<file path="src/rtl/fmult_accum_sched_pkg.sv">
// Shared types and widths for the FMULT_ACCUM channel scheduler.
package fmult_accum_sched_pkg;
  typedef enum logic [1:0] {
    S_IDLE = 2'd0,
    S_RUN  = 2'd1,
    S_RESP = 2'd2
  } state_e;

  localparam int COEF_W     = 16;
  localparam int HIST_W     = 11;
  localparam int EST_W      = 15;
  localparam int NOPS       = 8;
  localparam int COEF_BUS_W = COEF_W * NOPS;
  localparam int HIST_BUS_W = HIST_W * NOPS;
endpackage

</file>
<file path="src/rtl/fmult_accum_rr_arb.sv">
// Round-robin arbiter: first requester at or after ptr wins, one-hot grant.
module fmult_accum_rr_arb #(
  parameter int NCH = 4,
  parameter int PW  = 2
) (
  input  logic [NCH-1:0] req,
  input  logic [PW-1:0]  ptr,
  output logic [NCH-1:0] grant
);
  logic [PW:0] idx;
  logic        found;

  always_comb begin
    grant = '0;
    found = 1'b0;
    idx   = '0;
    for (int i = 0; i < NCH; i++) begin
      idx = {1'b0, ptr} + (PW+1)'(i);
      if (idx >= (PW+1)'(NCH))
        idx = idx - (PW+1)'(NCH);
      if (!found && req[idx[PW-1:0]]) begin
        grant[idx[PW-1:0]] = 1'b1;
        found              = 1'b1;
      end
    end
  end
endmodule

</file>
<file path="src/rtl/fmult_accum_sched.sv">
// Channel scheduler feeding one shared FMULT_ACCUM unit.
// Optional watchdog: define FMULT_ACCUM_SCHED_TIMEOUT_EN.
module fmult_accum_sched
  import fmult_accum_sched_pkg::*;
#(
  parameter int NCH       = 4,
  parameter int TO_CYCLES = 255
) (
  input  logic                      clk,
  input  logic                      reset,
  input  logic                      scan_in0,
  input  logic                      scan_in1,
  input  logic                      scan_in2,
  input  logic                      scan_in3,
  input  logic                      scan_in4,
  input  logic                      scan_enable,
  input  logic                      test_mode,
  output logic                      scan_out0,
  output logic                      scan_out1,
  output logic                      scan_out2,
  output logic                      scan_out3,
  output logic                      scan_out4,
  input  logic [NCH-1:0]            ch_req,
  input  logic [NCH*COEF_BUS_W-1:0] ch_coef,
  input  logic [NCH*HIST_BUS_W-1:0] ch_hist,
  output logic [NCH-1:0]            ch_ack,
  output logic [EST_W-1:0]          rd_se,
  output logic [EST_W-1:0]          rd_sez,
  output logic                      rd_err,
  output logic [COEF_BUS_W-1:0]     fa_coef,
  output logic [HIST_BUS_W-1:0]     fa_hist,
  output logic                      fa_start,
  input  logic [EST_W-1:0]          fa_se,
  input  logic [EST_W-1:0]          fa_sez,
  input  logic                      fa_done
);
  localparam int PW = $clog2(NCH);

  if (NCH < 2 || NCH > 8 || TO_CYCLES < 1) begin : g_cfg_err
    $error("fmult_accum_sched: parameter out of range");
  end

  state_e                state_q, state_d;
  logic [PW-1:0]         ptr_q, ptr_d;
  logic [PW-1:0]         gnt_q, gnt_d;
  logic [PW-1:0]         gidx;
  logic [NCH-1:0]        grant;
  logic                  start_q, start_d;
  logic [EST_W-1:0]      se_q, se_d;
  logic [EST_W-1:0]      sez_q, sez_d;
  logic [COEF_BUS_W-1:0] coef_q, coef_d;
  logic [HIST_BUS_W-1:0] hist_q, hist_d;
  logic [4:0]            scan_q;
  logic                  to_hit;

  logic [COEF_BUS_W-1:0] coef_arr [NCH];
  logic [HIST_BUS_W-1:0] hist_arr [NCH];

  for (genvar g = 0; g < NCH; g++) begin : g_slice
    assign coef_arr[g] = ch_coef[g*COEF_BUS_W +: COEF_BUS_W];
    assign hist_arr[g] = ch_hist[g*HIST_BUS_W +: HIST_BUS_W];
  end

  fmult_accum_rr_arb #(
    .NCH (NCH),
    .PW  (PW)
  ) u_arb (
    .req   (ch_req),
    .ptr   (ptr_q),
    .grant (grant)
  );

  always_comb begin
    gidx = '0;
    for (int i = 0; i < NCH; i++)
      if (grant[i]) gidx = PW'(i);
  end

  always_comb begin
    state_d = state_q;
    ptr_d   = ptr_q;
    gnt_d   = gnt_q;
    start_d = start_q;
    se_d    = se_q;
    sez_d   = sez_q;
    coef_d  = coef_q;
    hist_d  = hist_q;
    unique case (state_q)
      S_IDLE: begin
        if (|ch_req) begin
          gnt_d   = gidx;
          coef_d  = coef_arr[gidx];
          hist_d  = hist_arr[gidx];
          start_d = 1'b1;
          state_d = S_RUN;
        end
      end
      S_RUN: begin
        if (fa_done) begin
          se_d    = fa_se;
          sez_d   = fa_sez;
          start_d = 1'b0;
          state_d = S_RESP;
        end else if (to_hit) begin
          se_d    = '0;
          sez_d   = '0;
          start_d = 1'b0;
          state_d = S_RESP;
        end
      end
      S_RESP: begin
        ptr_d   = (gnt_q == PW'(NCH-1)) ? '0 : gnt_q + PW'(1);
        state_d = S_IDLE;
      end
      default: state_d = S_IDLE;
    endcase
  end

  always_ff @(posedge clk or posedge reset) begin
    if (reset) begin
      state_q <= S_IDLE;
      ptr_q   <= '0;
      gnt_q   <= '0;
      start_q <= 1'b0;
      se_q    <= '0;
      sez_q   <= '0;
      coef_q  <= '0;
      hist_q  <= '0;
    end else begin
      state_q <= state_d;
      ptr_q   <= ptr_d;
      gnt_q   <= gnt_d;
      start_q <= start_d;
      se_q    <= se_d;
      sez_q   <= sez_d;
      coef_q  <= coef_d;
      hist_q  <= hist_d;
    end
  end

`ifdef FMULT_ACCUM_SCHED_TIMEOUT_EN
  localparam int TW =
    ($clog2(TO_CYCLES+1) > 8) ? $clog2(TO_CYCLES+1) : 8;
  logic [TW-1:0] cnt_q;
  logic          err_q;

  assign to_hit = (cnt_q == TW'(TO_CYCLES-1));
  assign rd_err = err_q;

  // Counter restarts on every entry to RUN; error lives only through RESP.
  always_ff @(posedge clk or posedge reset) begin
    if (reset) begin
      cnt_q <= '0;
      err_q <= 1'b0;
    end else begin
      cnt_q <= (state_q == S_RUN) ? cnt_q + TW'(1) : '0;
      if (state_q == S_RUN)
        err_q <= !fa_done && to_hit;
      else if (state_q == S_RESP)
        err_q <= 1'b0;
    end
  end
`else
  assign to_hit = 1'b0;
  assign rd_err = 1'b0;
`endif

  // Scan capture is gated off entirely outside test mode.
  always_ff @(posedge clk or posedge reset) begin
    if (reset)
      scan_q <= '0;
    else if (test_mode && scan_enable)
      scan_q <= {scan_in4, scan_in3, scan_in2, scan_in1, scan_in0};
    else
      scan_q <= '0;
  end

  assign {scan_out4, scan_out3, scan_out2, scan_out1, scan_out0} = scan_q;

  assign ch_ack   = (state_q == S_RESP) ? NCH'(1) << gnt_q : '0;
  assign rd_se    = se_q;
  assign rd_sez   = sez_q;
  assign fa_start = start_q;
  assign fa_coef  = coef_q;
  assign fa_hist  = hist_q;
endmodule
</file>
<file path="config.mk">
export PLATFORM = sky130hd
export DESIGN_NAME = fmult_accum_sched
export DESIGN_NICKNAME = d
export VERILOG_FILES = /design/src/rtl/fmult_accum_sched_pkg.sv /design/src/rtl/fmult_accum_rr_arb.sv /design/src/rtl/fmult_accum_sched.sv
export SDC_FILE = /design/constraint.sdc
export NUM_CORES = 1
export LEC_CHECK = 0
export BUFFER_PORTS_ARGS = -buffer_cell sky130_fd_sc_hd__buf_2
export CAP_MARGIN = 10
export CORE_AREA = 8 8 449 451
export CTS_BUF_LIST = sky130_fd_sc_hd__clkbuf_8
export CTS_CLUSTER_DIAMETER = 30
export CTS_CLUSTER_SIZE = 25
export DETAILED_ROUTE_END_ITERATION = 10
export DIE_AREA = 0 0 457 459
export PLACE_DENSITY = 0.34
export RECOVER_POWER = 50
export SYNTH_ARGS = -nofsm -noshare
export SYNTH_HDL_FRONTEND = slang
export SYNTH_HIERARCHICAL = 1
export SYNTH_SLANG_ARGS = --single-unit
</file>
<file path="constraint.sdc">
create_clock -name clk -period 15.5 [get_ports clk]
set_input_delay 3.1 -clock clk [delete_from_list [all_inputs] [get_ports clk]]
set_output_delay 3.1 -clock clk [all_outputs]
set_load 0.005 [all_outputs]
</file>
# Yosys cells after proc, flatten, opt, wreduce, memory -nomap -nowiden
# Index checks and enable logic that the tools add are counted.
dict set report word_totals {
  in_bits 908
  mem_bits_rw 0
  n_memories 0
  reg_bits 258
  rom_bits 0
  latchBits 0
}
dict set report classes {
  n_lt_le_gt_ge 13
  bitwise 4
  shift 1
  n_mux 45
  n_addsub 8
  eq_ne 5
  reduce_logical 18
  mul 0
  n_div 0
}
# operator count
set ops {}
lappend ops {{binary-select mux 128 bit (select 2 bit)} 1}
lappend ops {{two-way mux 128 bit} 2}
lappend ops {{binary-select mux 88 bit (select 2 bit)} 1}
lappend ops {{two-way mux 88 bit} 2}
lappend ops {{two-way mux 4 bit} 5}
lappend ops {{two-way mux 2 bit} 9}
lappend ops {{two-way mux 1 bit} 14}
lappend ops {{greater-or-equal comparator 3 bit (second input constant)} 4}
lappend ops {{< comparator 2 x 3 -> 1 bit (second input constant)} 4}
lappend ops {{OR 4 bit} 3}
lappend ops {{binary-select mux 1 bit (select 2 bit)} 4}
lappend ops {{demux 1 bit (select 2 bit)} 4}
lappend ops {{greater-or-equal comparator 2 x 1 -> 1 bit (second input constant)} 4}
lappend ops {{logical AND 1 bit} 8}
lappend ops {{subtractor 2 x 1 -> 2 bit (second input constant)} 4}
lappend ops {{adder 2 x 2 -> 3 bit (second input constant)} 2}
lappend ops {{AND reduction 2 bit} 3}
lappend ops {{two-way mux 5 bit} 1}
lappend ops {{== test 2 bit (second input constant)} 2}
lappend ops {{!= test 2 bit (second input constant)} 2}
lappend ops {{one-hot mux 2 bit (2 select lines)} 1}
lappend ops {{OR reduction 4 bit} 1}
lappend ops {{<< shifter 1 x 2 -> 4 bit (first input constant)} 1}
lappend ops {{adder 2 x 1 -> 3 bit (second input constant)} 1}
lappend ops {{other kinds (9)} 11}

# Longest topological paths before layout
# Gate-level depths: netlist of the first run.
dict set report logic_depth {
  ltp_word 21
  depth_mapped 12
  mapped_depth_nobuf 9
}

# Cells and area by module
# The synthesis of the first run kept the hierarchy.
# module instances cells_each area_per_inst_um2
set modules_own_cells {}
lappend modules_own_cells {fmult_accum_sched 1 1310 15315.9}
lappend modules_own_cells {fmult_accum_rr_arb 1 30 302.8}

# Least setup slack after synthesis of the first run
# Ideal clock, no wire load.
dict set report synth_timing {
  path_kind {input to register}
  start {input port ch_req[3]}
  end {register coef_q[100], in the netlist fa_coef[100]}
  path_stages 9
  setup_slack_ns 10.077
  arrival_ns 5.288
  setup_ns 0.134
  required_time_ns 15.366
  n_path_buf 3
  path_cell_list {mux4_2 > nor4b_4 > a221o_1 > buf_2 > buf_6 > buf_6 > mux2_2 > a222oi_1 > mux2i_1}
}
dict set report synth_between {
  elab_chain_len 19
  word_cells_on_any_way 33
  classes_between {mux: 21; bitwise: 4; reduce/logical: 8}
}
# element line
set synth_rtl {}
lappend synth_rtl {{start: declaration} fmult_accum_sched.sv:23} ;# input logic [NCH-1:0] ch_req,
lappend synth_rtl {{binary-select mux 1 bit (select 2 bit)} fmult_accum_rr_arb.sv:21} ;# if (!found && req[idx[PW-1:0]]) begin
lappend synth_rtl {{two-way mux 1 bit (implied by the code)} fmult_accum_rr_arb.sv:21}
lappend synth_rtl {{two-way mux 1 bit} fmult_accum_rr_arb.sv:21}
lappend synth_rtl {{logical NOT 1 bit} fmult_accum_rr_arb.sv:21}
lappend synth_rtl {{logical AND 1 bit} fmult_accum_rr_arb.sv:21}
lappend synth_rtl {{two-way mux 1 bit} fmult_accum_rr_arb.sv:21}
lappend synth_rtl {{logical NOT 1 bit} fmult_accum_rr_arb.sv:21}
lappend synth_rtl {{logical AND 1 bit} fmult_accum_rr_arb.sv:21}
lappend synth_rtl {{[2 not listed]} --}
lappend synth_rtl {{logical AND 1 bit} fmult_accum_rr_arb.sv:21}
lappend synth_rtl {{two-way mux 4 bit (*)} fmult_accum_rr_arb.sv:21}
lappend synth_rtl {{named net grant[1]} fmult_accum_sched.sv:47} ;# logic [NCH-1:0] grant;
lappend synth_rtl {{two-way mux 1 bit (*)} fmult_accum_sched.sv:76} ;# if (grant[i]) gidx = PW'(i);
lappend synth_rtl {{two-way mux 2 bit (*) (2 in a row)} fmult_accum_sched.sv:76}
lappend synth_rtl {{inverter 2 -> 3 bit (implied by the code) (*)} fmult_accum_sched.sv:92} ;# coef_d = coef_arr[gidx];
lappend synth_rtl {{binary-select mux 128 bit (select 2 bit) (*)} fmult_accum_sched.sv:92}
lappend synth_rtl {{two-way mux 128 bit (implied by the code) (*) (2 in a row)} fmult_accum_sched.sv:92}
lappend synth_rtl {{end signal: assignment} fmult_accum_sched.sv:136} ;# coef_q <= coef_d;
lappend synth_rtl {{end: declaration} fmult_accum_sched.sv:51} ;# logic [COEF_BUS_W-1:0] coef_q, coef_d;
# The timed path passes the listed nets; every way through them passes the cells marked *. The select of a mux whose other input is x is not followed.
# A chain may end at the register's enable or synchronous reset.

==> qor.txt, run 1 <==
post-CTS resize count: 0
Mapped Avg Cell Area: 11.7 sq um
port bufs: 1,163
row count: 162
hpwl dp: 124 mm
DIE AREA: 0.210 sq mm
Max Root-Sink Buffers: 3
drt drc: 0
GRT Overall Usage: 13.2%
Setup Crit Path Kind: in2async
R2R depth: 10
Arr. time, crit path: 9930 ps
setup TNS after final layout: 0 ps
Setup crit start: reset
FF+latch area: 0.00646 sq mm
area delta synth->final: 69.2%
clock latency on the worst-skew pair: 830 ps
RR Endpoint: fa_coef[79]$_DFFE_PP0P_
chip width: 457 microns
post-DR wirelength/cell: 28.4 microns
hold path depth: 2
vias in the first global route: 18,600
yosys warns: 6
Hold Startpoint: fa_start$_DFFE_PP0P_
part of the cycle the worst path needs: 58.5%
Slew headroom: -138%
synthesized netlist cell count: 1,336
final hold slack: 471 ps
first-pass GRT wire length: 187 mm
largest net degree at the start of global routing: 74
post-route core utilization: 13.6%
DP Cell Count: 4,945
GR Overflow Total: 0
Die H: 459 microns
DR iter-0 viols: 1,871
Routed Antenna Nets: 0
DRT Wirelength: 147 mm
failing checks: max-capacitance violations, max-slew violations
root buffer cell: clkbuf_8
IO Count: 1,165
Final Setup Violations: 0
initial antenna violation count: 128
RSZ-0062 raised after global routing: false
post-synthesis net count: 2,254
Tot Pwr: 6.74 mW
Total Nets Final: 3,436
initial core utilization: 8.03%
Fin Clk Skew: 56.7 ps
VDD IR max: 124 uV
Worst-Margin Slew: 3550 ps
RePlAce Congestion: 0.879
CTS tree: yes
critical path fanouts, max: 68
H-tree levels: 3
Pins Over Slew Limit: 291
total CTS buffers: 113
hold crit path type: reg2reg
fill count: 22,400
layout cell share with drive strength beyond 1: 57.1%
Via density: 3.44
clock-pin slew of the registers on the worst-case setup and hold paths: 40 ps
Syn Std Cell Area: 0.0156 sq mm
router iterations before antenna repair: 7
core box area: 0.194 sq mm
Setup crit start kind: input pin
CP Data Required Time: 16,370 ps
Achievable Freq: 110 MHz
Hold Buf Count CTS: 0
Sinks on Clock Net: 258
Multi-input gate area: 0.00762 sq mm
FF-to-FF Start: ptr_q[0]$_DFFE_PP0P_
status: finished, violations left
P_leak: 13.3 nW
Worst Hold End: fa_start$_DFFE_PP0P_
internal reg-to-reg setup slack: 10,130 ps
final hold violation count: 0
Worst setup EP type: async pin
pwr dens: 256 mW/mm^2
minimum clock period: 9060 ps
Max Cap Viol: 7
Vias: 17,800
post-CTS setup repair buffer count: 0
fin cells: 5,170
-- where the power goes --
group / switching [mW] / internal [mW]
Combinational: 2.56 / 1.51
Sequential: 0.236 / 1.05
Clock: 0.525 / 0.858
Total: 3.32 / 3.42
-- final cells by class --
| class | count | share of cell area, % |
|---|---|---|
| Antenna cell | 22 | 0.209 |
| Clock buffer | 150 | 7.82 |
| Clock inverter | 53 | 1.21 |
| Inverter | 223 | 3.18 |
| Multi-Input combinational cell | 732 | 28.9 |
| Sequential cell | 258 | 24.5 |
| Tap cell | 2542 | 12.1 |
| Timing Repair Buffer | 1190 | 22.2 |
-- flip-flops by register name, summed over array words and instances (netlist names), 2 cells and up --
register	count
fa_coef	128
fa_hist	88
rd_se	15
rd_sez	15
scan_q	5
gnt_q	2
ptr_q	2
state_q	2
-- cell usage in the layout, fill, tap and decap left out, types with 2 or more instances in the layout --
master	instances
a221o_4	2
mux2_2	238
mux2_1	10
mux2i_1	218
buf_4	21
diode_2	22
clkinv_2	17
mux4_2	3
inv_12	4
and3_1	5
and2_1	4
nand2_1	8
clkbuf_8	150
buf_2	1044
o21ai_0	3
ha_1	10
dfrtp_1	258
nor2_1	2
clkbuf_1	124
a222oi_1	216
inv_1	251
-- critical path, stage by stage --
cell        delay (ps)
buf_2              100
clkinvlp_2        1940
clkbuf_1          2030
clkbuf_1          1850
buf_4              730
-- through the flow --
stage	setup slack, ps	area [sq um]
after floorplan	5300	15600
after global placement	7760	24100
after detailed placement	7760	24100
after CTS	8720	26500
after global routing	5370	26400
final	6440	26400
-- routing by layer --
layer	vias up	wire length (microns)	global-route usage, %
li1	7560	-	-
met1	8594	58700	15.8
met2	1236	63500	20.4
met3	306	21200	8.18
met4	70	3100	2.28
met5	-	489	0
-- worst max path at each step --
stage	to	slack, ps	cells past startpoint
global placement	fa_coef[79]$_DFFE_PP0P_	7760	9
floorplan	fa_coef[0]$_DFFE_PP0P_	5300	1
finish	fa_hist[24]$_DFFE_PP0P_	6440	5
global route	fa_hist[24]$_DFFE_PP0P_	5370	5
detailed placement	fa_coef[79]$_DFFE_PP0P_	7760	9
CTS	fa_coef[79]$_DFFE_PP0P_	8720	9
No activity file was read; power rests on OpenSTA's default activity.
==> inputs of run 2 (changes only) <==
Settings changed: CORE_AREA 8 8 449 451 to 8 8 451 453, DIE_AREA 0 0 457 459 to 0 0 459 461.
Clock period 15.5 ns to 9.35 ns, I/O delays scaled along.
==> run 2 against run 1 <==
Against the previous run: the flow still finishes with violations (max-capacitance violations, max-slew violations); hold slack improved by 14 ps; utilization rose by 0.19 points; cell count rose by 1.9%; count of clock-buffer cells in the layout fell by 8; wire length barely moved; sequential power rose by 68%; largest cell class unchanged.
==> qor.txt, run 2 (same netlist as run 1, synthesis figures left out) <==
status: finished, violations left
failing checks: max-capacitance violations, max-slew violations
max reg flops: 128 (unchanged)
P_leak: 13.6 nW (+2.2%)
router iterations before antenna repair: 10 (+3)
Max Cap Viol: 4 (-3)
IO Count: 1,165 (unchanged)
Worst path slowest cell: clkinvlp_2
part of the cycle the worst path needs: 70.7%
Max Root-Sink Buffers: 3 (unchanged)
Multi-input gate area: 0.00764 sq mm (+0.25%)
Setup Crit Path Kind: in2async
DP Cell Count: 5,040 (+1.9%)
clock latency on the worst-skew pair: 840 ps (about the same)
fin cells: 5,269 (+1.9%)
Vias: 17,700 (-0.19%)
GR Overflow Total: 0 (unchanged)
RSZ-0062 raised after global routing: false
VDD IR max: 382 uV (+210%)
H-tree levels: 3 (unchanged)
hold crit path type: reg2reg
hpwl dp: 123 mm (-1.2%)
critical path fanouts, max: 92 (+35%)
minimum clock period: 6610 ps
GRT Overall Usage: 13.0% (-0.17 points)
root buffer cell: clkbuf_8
Worst Hold End: fa_start$_DFFE_PP0P_
R2R depth: 10 (unchanged)
Fin Clk Skew: 43.2 ps (-13.5 ps)
commonest non-fill, non-tap cell in the layout: buf_2
vias in the first global route: 18,500 (-0.25%)
post-DR wirelength/cell: 27.9 microns (-1.9%)
Achievable Freq: 151 MHz
Hold Startpoint: fa_start$_DFFE_PP0P_
setup TNS after final layout: 0 ps (unchanged)
layout cell share with drive strength beyond 1: 58.9% (+1.8 points)
DIE AREA: 0.212 sq mm (+0.88%)
core box area: 0.196 sq mm (+1.0%)
most frequent cells in the layout: 1,078 x buf_2, 258 x dfrtp_1, 245 x inv_1, 238 x mux2_2, 218 x mux2i_1
area delta synth->final: 73.3%
Worst-Margin Slew: 4430 ps (+881 ps)
first-pass GRT wire length: 186 mm (-0.62%)
largest net degree at the start of global routing: 97 (+31%)
CP Data Required Time: 9650 ps (-6720 ps)
initial core utilization: 7.95% (-0.082 points)
Routed Antenna Nets: 0 (unchanged)
CTS tree: yes
Sinks on Clock Net: 258 (unchanged)
DRT Wirelength: 147 mm (about the same)
Slew headroom: -197% (-59 points)
Arr. time, crit path: 6920 ps (-3010 ps)
Hold Buf Count CTS: 0 (unchanged)
post-CTS setup repair buffer count: 0 (unchanged)
FF-to-FF Start: ptr_q[0]$_DFFE_PP0P_
final hold violation count: 0 (unchanged)
Via density: 3.37 (-2.1%)
CP peak stage delay: 2440 ps (+410 ps)
FF+latch area: 0.00646 sq mm (unchanged)
RR Endpoint: fa_hist[10]$_DFFE_PP0P_
clock-pin slew of the registers on the worst-case setup and hold paths: 40 ps (about the same)
Setup crit start kind: input pin
DR iter-0 viols: 2,338 (+25%)
Worst setup EP type: async pin
internal reg-to-reg setup slack: 4160 ps (-5970 ps)
hold path depth: 2 (unchanged)
Die H: 461 microns (+0.44%)
post-CTS resize count: 0 (unchanged)
initial antenna violation count: 91 (-29%)
row count: 163 (+0.62%)
Pins Over Slew Limit: 293 (+0.69%)
fill count: 22,700 (+1.2%)
RePlAce Congestion: 0.928 (+5.7%)
post-route core utilization: 13.8% (+0.19 points)
Final Setup Violations: 0 (unchanged)
total CTS buffers: 115 (+1.8%)
drt drc: 0 (unchanged)
Total Nets Final: 3,435 (-0.029%)
chip width: 459 microns (+0.44%)
pwr dens: 437 mW/mm^2 (+71%)
crit path cell chain: buf_2, clkinvlp_2, clkbuf_2
port bufs: 1,163 (unchanged)
run 2: worst max-delay path, delay by kind of cell:
| kind | cells | cell delay [ps] |
|---|---|---|
| buffers and inverters | 3 | 4750 |
run 2: cell type report:
class / count / share of cell area (%)
clock buffer: 142 / 7.23
inverter: 223 / 3.10
timing repair buffer: 1187 / 22.0
clock inverter: 68 / 3.15
antenna: 19 / 0.176
tap: 2640 / 12.2
multi-input combinational: 732 / 28.3
sequential: 258 / 23.9
run 2: worst max-delay path by stage:
stage | start | end
after detailed placement | ch_req[3] | fa_hist[10]$_DFFE_PP0P_
after global routing | reset | fa_coef[5]$_DFFE_PP0P_
after CTS | ch_req[3] | fa_hist[10]$_DFFE_PP0P_
after global placement | ch_req[3] | fa_hist[10]$_DFFE_PP0P_
after floorplan | reset | fa_coef[0]$_DFFE_PP0P_
final | reset | fa_coef[5]$_DFFE_PP0P_
run 2: metrics by stage:
stage	total power, mW	area [sq um]	setup WS, ps	hold slack, ps
after floorplan	5.98	15600	382	471
after global placement	9.15	24300	3090	459
after detailed placement	9.18	24300	3040	467
after CTS	12.1	27100	4030	487
after global routing	12.7	27000	1960	507
final	11.8	27000	2740	485
run 2: routing by layer:
layer,wire length (microns),track usage (%)
met5,186,0
met4,2830,2.36
met3,20000,7.59
met2,63800,20.2
met1,60000,15.8
run 2: power by group:
group	switching [mW]	internal, mW
clock	0.891	1.91
combinational	4.23	2.64
sequential	0.403	1.74
